**src/rtl/i2c_cmd_seq.sv**
```systemverilog
// Command sequencer in front of the i2c bit/byte engine: one host op in flight, one response per op.
// Optional WAIT watchdog enabled by defining I2C_SEQ_TIMEOUT_EN.
module i2c_cmd_seq #(
    parameter int unsigned TIMEOUT_CYCLES = 65535,
    parameter int unsigned TO_W           = 16
) (
    input  logic       sys_clk,
    input  logic       sys_rst,
    input  logic       cmd_valid,
    output logic       cmd_ready,
    input  logic [1:0] cmd_op,
    input  logic [7:0] cmd_data,
    output logic       rsp_valid,
    input  logic       rsp_ready,
    output logic [7:0] rsp_data,
    output logic       rsp_nack,
    output logic       rsp_timeout,
    output logic       busy,
    output logic       i2c_start,
    output logic [1:0] i2c_mode,
    output logic [7:0] i2c_tx_data,
    input  logic       i2c_done,
    input  logic [7:0] i2c_rx_data,
    input  logic       i2c_nack
);

    localparam logic [1:0] OpRead  = 2'd0;
    localparam logic [1:0] OpWrite = 2'd1;

    typedef enum logic [2:0] {StIdle, StIssue, StArm, StWait, StResp} state_e;

    state_e     state_q, state_d;
    logic [1:0] mode_q, mode_d;
    logic [7:0] tx_q, tx_d;
    logic [7:0] rdata_q, rdata_d;
    logic       nack_q, nack_d;
    logic       tout_q, tout_d;
    logic       to_expired;

`ifdef I2C_SEQ_TIMEOUT_EN
    logic [TO_W-1:0] to_cnt_q, to_cnt_d;

    assign to_expired = (to_cnt_q == TO_W'(TIMEOUT_CYCLES));
`else
    logic unused_params;

    assign to_expired    = 1'b0;
    assign unused_params = ^{TIMEOUT_CYCLES, TO_W};
`endif

    always_comb begin
        state_d = state_q;
        mode_d  = mode_q;
        tx_d    = tx_q;
        rdata_d = rdata_q;
        nack_d  = nack_q;
        tout_d  = tout_q;
`ifdef I2C_SEQ_TIMEOUT_EN
        to_cnt_d = to_cnt_q;
`endif
        case (state_q)
            StIdle: begin
                if (cmd_valid) begin
                    mode_d  = cmd_op;
                    tx_d    = cmd_data;
                    state_d = StIssue;
                end
            end
            StIssue: state_d = StArm;
            // Done may still be high from the previous op here, so it is not looked at.
            StArm: begin
                state_d = StWait;
`ifdef I2C_SEQ_TIMEOUT_EN
                to_cnt_d = '0;
`endif
            end
            StWait: begin
                if (i2c_done) begin
                    rdata_d = (mode_q == OpRead) ? i2c_rx_data : 8'h00;
                    nack_d  = (mode_q == OpWrite) && i2c_nack;
                    tout_d  = 1'b0;
                    state_d = StResp;
                end else if (to_expired) begin
                    rdata_d = 8'h00;
                    nack_d  = 1'b1;
                    tout_d  = 1'b1;
                    state_d = StResp;
                end else begin
`ifdef I2C_SEQ_TIMEOUT_EN
                    to_cnt_d = to_cnt_q + TO_W'(1);
`endif
                end
            end
            StResp: begin
                if (rsp_ready) begin
                    state_d = StIdle;
                end
            end
            default: state_d = StIdle;
        endcase
    end

    always_ff @(posedge sys_clk) begin
        if (sys_rst) begin
            state_q <= StIdle;
            mode_q  <= 2'd0;
            tx_q    <= 8'h00;
            rdata_q <= 8'h00;
            nack_q  <= 1'b0;
            tout_q  <= 1'b0;
        end else begin
            state_q <= state_d;
            mode_q  <= mode_d;
            tx_q    <= tx_d;
            rdata_q <= rdata_d;
            nack_q  <= nack_d;
            tout_q  <= tout_d;
        end
    end

`ifdef I2C_SEQ_TIMEOUT_EN
    always_ff @(posedge sys_clk) begin
        if (sys_rst) begin
            to_cnt_q <= '0;
        end else begin
            to_cnt_q <= to_cnt_d;
        end
    end
`endif

    assign cmd_ready   = (state_q == StIdle) && !sys_rst;
    assign rsp_valid   = (state_q == StResp);
    assign busy        = (state_q != StIdle);
    assign i2c_start   = (state_q == StIssue);
    assign i2c_mode    = mode_q;
    assign i2c_tx_data = tx_q;
    assign rsp_data    = rdata_q;
    assign rsp_nack    = nack_q;
    assign rsp_timeout = tout_q;

endmodule

```
**config.mk**
```make
export PLATFORM = sky130hd
export DESIGN_NAME = i2c_cmd_seq
export DESIGN_NICKNAME = d
export VERILOG_FILES = /design/src/rtl/i2c_cmd_seq.sv
export SDC_FILE = /design/constraint.sdc
export NUM_CORES = 1
export LEC_CHECK = 0
export ABC_AREA = 1
export BUFFER_PORTS_ARGS = -buffer_cell sky130_fd_sc_hd__buf_4
export CORE_ASPECT_RATIO = 1.2
export CORE_MARGIN = 2
export CORE_UTILIZATION = 45
export DETAILED_ROUTE_END_ITERATION = 16
export PLACE_DENSITY = 0.89
export SLEW_MARGIN = 20
export SYNTH_ARGS = -nofsm -noshare
export SYNTH_HDL_FRONTEND = slang
export SYNTH_SLANG_ARGS = --single-unit
export TNS_END_PERCENT = 30
```
**constraint.sdc**
```tcl
create_clock -name sys_clk -period 1.65 [get_ports sys_clk]
set_input_delay 0.4125 -clock sys_clk [delete_from_list [all_inputs] [get_ports sys_clk]]
set_output_delay 0.4125 -clock sys_clk [all_outputs]
set_load 0.005 [all_outputs]
```
# Yosys cells after proc, flatten, opt, wreduce, memory -nomap -nowiden
# Index checks and enable logic that the tools add are counted.
# totals
in_bits	24
ff_bits	22
# classes
n_eq_ne	8
muxes	5
reduce_logical	9
# ops
operator	count
case mux 3 bit (5 select lines)	1
2-to-1 mux 3 bit	3
2-to-1 mux 8 bit	1
== test 3 x 2 -> 1 bit (second input constant)	2
!= test 2 bit (second input constant)	2
AND reduction 2 bit	2
== test 3 x 1 -> 1 bit (second input constant)	1
== test 3 bit (second input constant)	1
logical NOT 3 bit	1
AND reduction 3 bit	1
nonzero test 3 bit	1
== test 2 x 1 -> 1 bit (second input constant)	1
logical AND 1 bit	2
logical NOT 2 bit	1
!= test 2 x 1 -> 1 bit (second input constant)	1
logical NOT 1 bit	1

# Logic depth before layout (Yosys ltp)
# logic_depth
ltp_word	3
mapped_depth	7
depth_no_buf	7

# Least setup slack after synthesis
# OpenSTA, ideal clock, no wires.
# synth_timing
kind	input to output
from	input port sys_rst
to	output port cmd_ready
path_slack_ps	482
stages	2
t_arrival_ps	755
path_cell_list	clkbuf_1 nor2_1
# synth_via
elab_chain_cells	2
# synth_rtl
element	line_no	source
start, declared	8	input logic sys_rst,
logical NOT 1 bit	131	assign cmd_ready = (state_q == StIdle) && !sys_rst;
logical AND 1 bit	131	
end, declared	10	output logic cmd_ready,
# Every way passes these cells.

# Worst setup path in the final report
# layout_timing
from	register state_q[0]
to	output port cmd_ready
# layout_via
elab_chain_cells	2
# layout_rtl
element	line_no	source
start, declared	32	state_e state_q, state_d;
start signal, assigned	105	state_q <= StIdle;
start signal, assigned	112	state_q <= state_d;
logical NOT 3 bit	131	
logical AND 1 bit	131	
# Every way passes these cells.

==> flow_summary.json <==
{
  "status": "complete, no violations",
  "path_max_fanout": 5,
  "cts_max_level": 1,
  "grt_pass1_vias": 840,
  "finalSetupViolations": 0,
  "place_congestion": 0.724,
  "cpMaxStageDelayCell": "dfxtp_2",
  "nNetsFinal": 186,
  "io_buffers": 46,
  "syn_area_per_cell_sq_um": 7.63,
  "final.fill_count": 156,
  "yosys.area.top_type": "dfxtp_1",
  "clk_pin_slew_ns": 0.12,
  "worstPathArrival_ns": 1.12,
  "fmaxAchievable_ghz": 0.653,
  "place_inst": 176,
  "finalWorstSetupSlack_ns": 0.119,
  "worstPathRequired_ns": 1.24,
  "initial_core_util_pct": 47.8,
  "finalClockSkew_ns": 0.00740,
  "p_leak_nw": 0.595,
  "yosysSeqAreaShare_pct": 49.8,
  "tns_ns": 0,
  "dp_hpwl_mm": 1.58,
  "synth_cell_types": 20,
  "ys_top_cells_by_area": "dfxtp_1 (50%), a21oi_1 (11%), nand3_1 (7.9%), inv_1 (7.2%), o21ai_0 (5.7%)",
  "timing.final.hold_violations": 0,
  "cts_tree": "built",
  "async_flop_share_pct": 0,
  "area_delta_synth_final_pct": 45.4,
  "rsz0062_at_grt": "false",
  "critPathLaunchType": "register",
  "io_pins": 48,
  "reg2reg_from": "state_q[0]",
  "vdd_drop_max_mv": 0.645,
  "cts_hold_buffers": 0,
  "grt_pass1_wl_mm": 3.29,
  "synthFlopType": "dfxtp_1",
  "rr_worst_depth": 5,
  "die_x_um": 44.5,
  "synth_common_cells": "dfxtp_1 (22), a21oi_1 (20), inv_1 (17)",
  "fin_cells": 180,
  "clock_path_buffers": 2,
  "synth.cell_area_sq_um": 885,
  "detail-route-antenna-nets": 0,
  "period_share_pct": 92.8,
  "drc": 0,
  "rr_endpoint": "rsp_data[5]",
  "drive_above_1_share_pct": 36.0,
  "clock-sinks": 22,
  "grt.total_usage_pct": 19.1,
  "worstHoldStart": "sys_rst",
  "min_path_type": "primary input to register",
  "rows": 17,
  "numCtsBuffers": 3,
  "synth_top_area_share_pct": 49.8,
  "hold_depth": 2,
  "synth_most_common_cell": "dfxtp_1",
  "clk_latency_ns": 0.30,
  "routed_wl_mm": 2.01,
  "cap_viol_max_count": 0,
  "antenna_cells": 0,
  "hold_end": "rsp_data[3]",
  "slew_violations": 0,
  "synthCells": 116,
  "reg2reg_slack_ns": 0.40,
  "cp-end-kind": "primary output",
  "synth_warnings": 0,
  "vias_per_cell": 5.03,
  "dieArea_sq_mm": 0.00234,
  "worst-slew-pin-transition_ns": 0.499,
  "p_per_area_mw_per_mm2": 1080,
  "coreArea_sq_mm": 0.00185,
  "relSlewSlack_pct": 66.6,
  "criticalPathCategory": "register to primary output",
  "max_stage_delay_ns": 0.37,
  "final_core_util_pct": 69.5,
  "fin_crit_ns": 1.53,
  "clockRootBuffer": "clkbuf_4",
  "crit_chain": "nor2_4 -> nand2_1 -> nor2_1 -> buf_4",
  "ys_ff_latch": 22,
  "drt-pass1-iter-count": 4,
  "gr-total-overflow": 0,
  "synth_edf_count": 0,
  "initialDrtViolationCount": 9,
  "pre_cts_slack_ns": 0.284,
  "wl_per_cell_um": 11.2,
  "vias": 905,
  "dieHeight_um": 52.6,
  "antenna_found_initial": 0,
  "grt_max_degree": 21,
  "synth_fp_nets": 140
}
## what timing repair did
action,CTS,global route
endpoints found under the setup margin,0,3
setup buffers,0,0
gates resized for setup,0,4
## metrics by stage
step                      cell area, sq um  hold slack, ns  total power [W]
after floorplan                        885           0.440         0.000813
after global placement                1220           0.432         0.000971
after detailed placement              1220           0.439         0.000985
after CTS                             1280           0.336          0.00139
after global routing                  1290           0.339          0.00147
final                                 1290           0.349          0.00138
## flip-flops by register name, indices dropped and copies added, names as in the netlist
register     count
state_q          3
rsp_data         8
i2c_tx_data      8
i2c_mode         2
rsp_nack         1
## placed cells by master, fill, tap and decap left out
master	count
clkbuf_4	3
o21ai_1	1
o21ai_0	10
inv_2	1
dfxtp_2	3
a31oi_1	1
nor2_4	1
buf_4	47
nand2_1	13
a21oi_1	20
nand2_2	1
dfxtp_1	19
nor2_1	6
nand3_1	14
bufinv_16	1
inv_1	17
nor3_4	1
nor3_1	1
conb_1	1
## area by class of cell
type | count | area (sq um) | area share, %
flip-flops and latches | 22 | 444 | 34.5
clock buffers | 3 | 22.5 | 1.75
clock inverters | 1 | 30.0 | 2.33
multi-input cells | 70 | 345 | 26.8
inverters | 18 | 67.6 | 5.25
repair buffers | 47 | 353 | 27.4
well taps | 19 | 23.8 | 1.85
## routing by layer
metal / routed length [um] / vias to the layer above / GRT usage, %
met2: 1080 / 33 / 32.9
met5: 0 / - / 0
met3: 135 / 4 / 2.41
met4: 36 / 0 / 12.1
li1: - / 464 / -
met1: 761 / 404 / 21.6
## how the worst max path moves through the flow
stage	from	endpoint	slack, ns
2_1_floorplan	sys_rst	cmd_ready	0.48
3_3_place_gp	i2c_done	rsp_data[7]	0.33
3_5_place_dp	i2c_done	rsp_data[5]	0.28
4_1_cts	state_q[0]	cmd_ready	0.01
5_1_grt	state_q[1]	i2c_start	0.03
6_report	state_q[0]	cmd_ready	0.12
## where the power goes
| group | total [W] | internal [W] | switching (W) |
|---|---|---|---|
| Sequential | 0.000640 | 0.000593 | 0.0000474 |
| Combinational | 0.000340 | 0.000175 | 0.000165 |
| Clock | 0.000404 | 0.000245 | 0.000158 |
| Total | 0.00138 | 0.00101 | 0.000371 |
## worst max-delay path, delay by kind of cell, from the launching register on
family	cells	cell delay, ns
flops	1	0.37
buf+inv	1	0.11
simple gates	3	0.34
## kinds of logic (layout without fill, tap and decap cells)
logic type	after synthesis	after routing	share of synthesized area, %
AO/OA/AOI/OAI	32	32	18.2
buffers and inverters	24	69	11.7
other	1	1	0.424
flip-flops	22	22	49.8
AND/OR/NAND/NOR	37	37	19.8
Power figures use the tool's default switching activity.
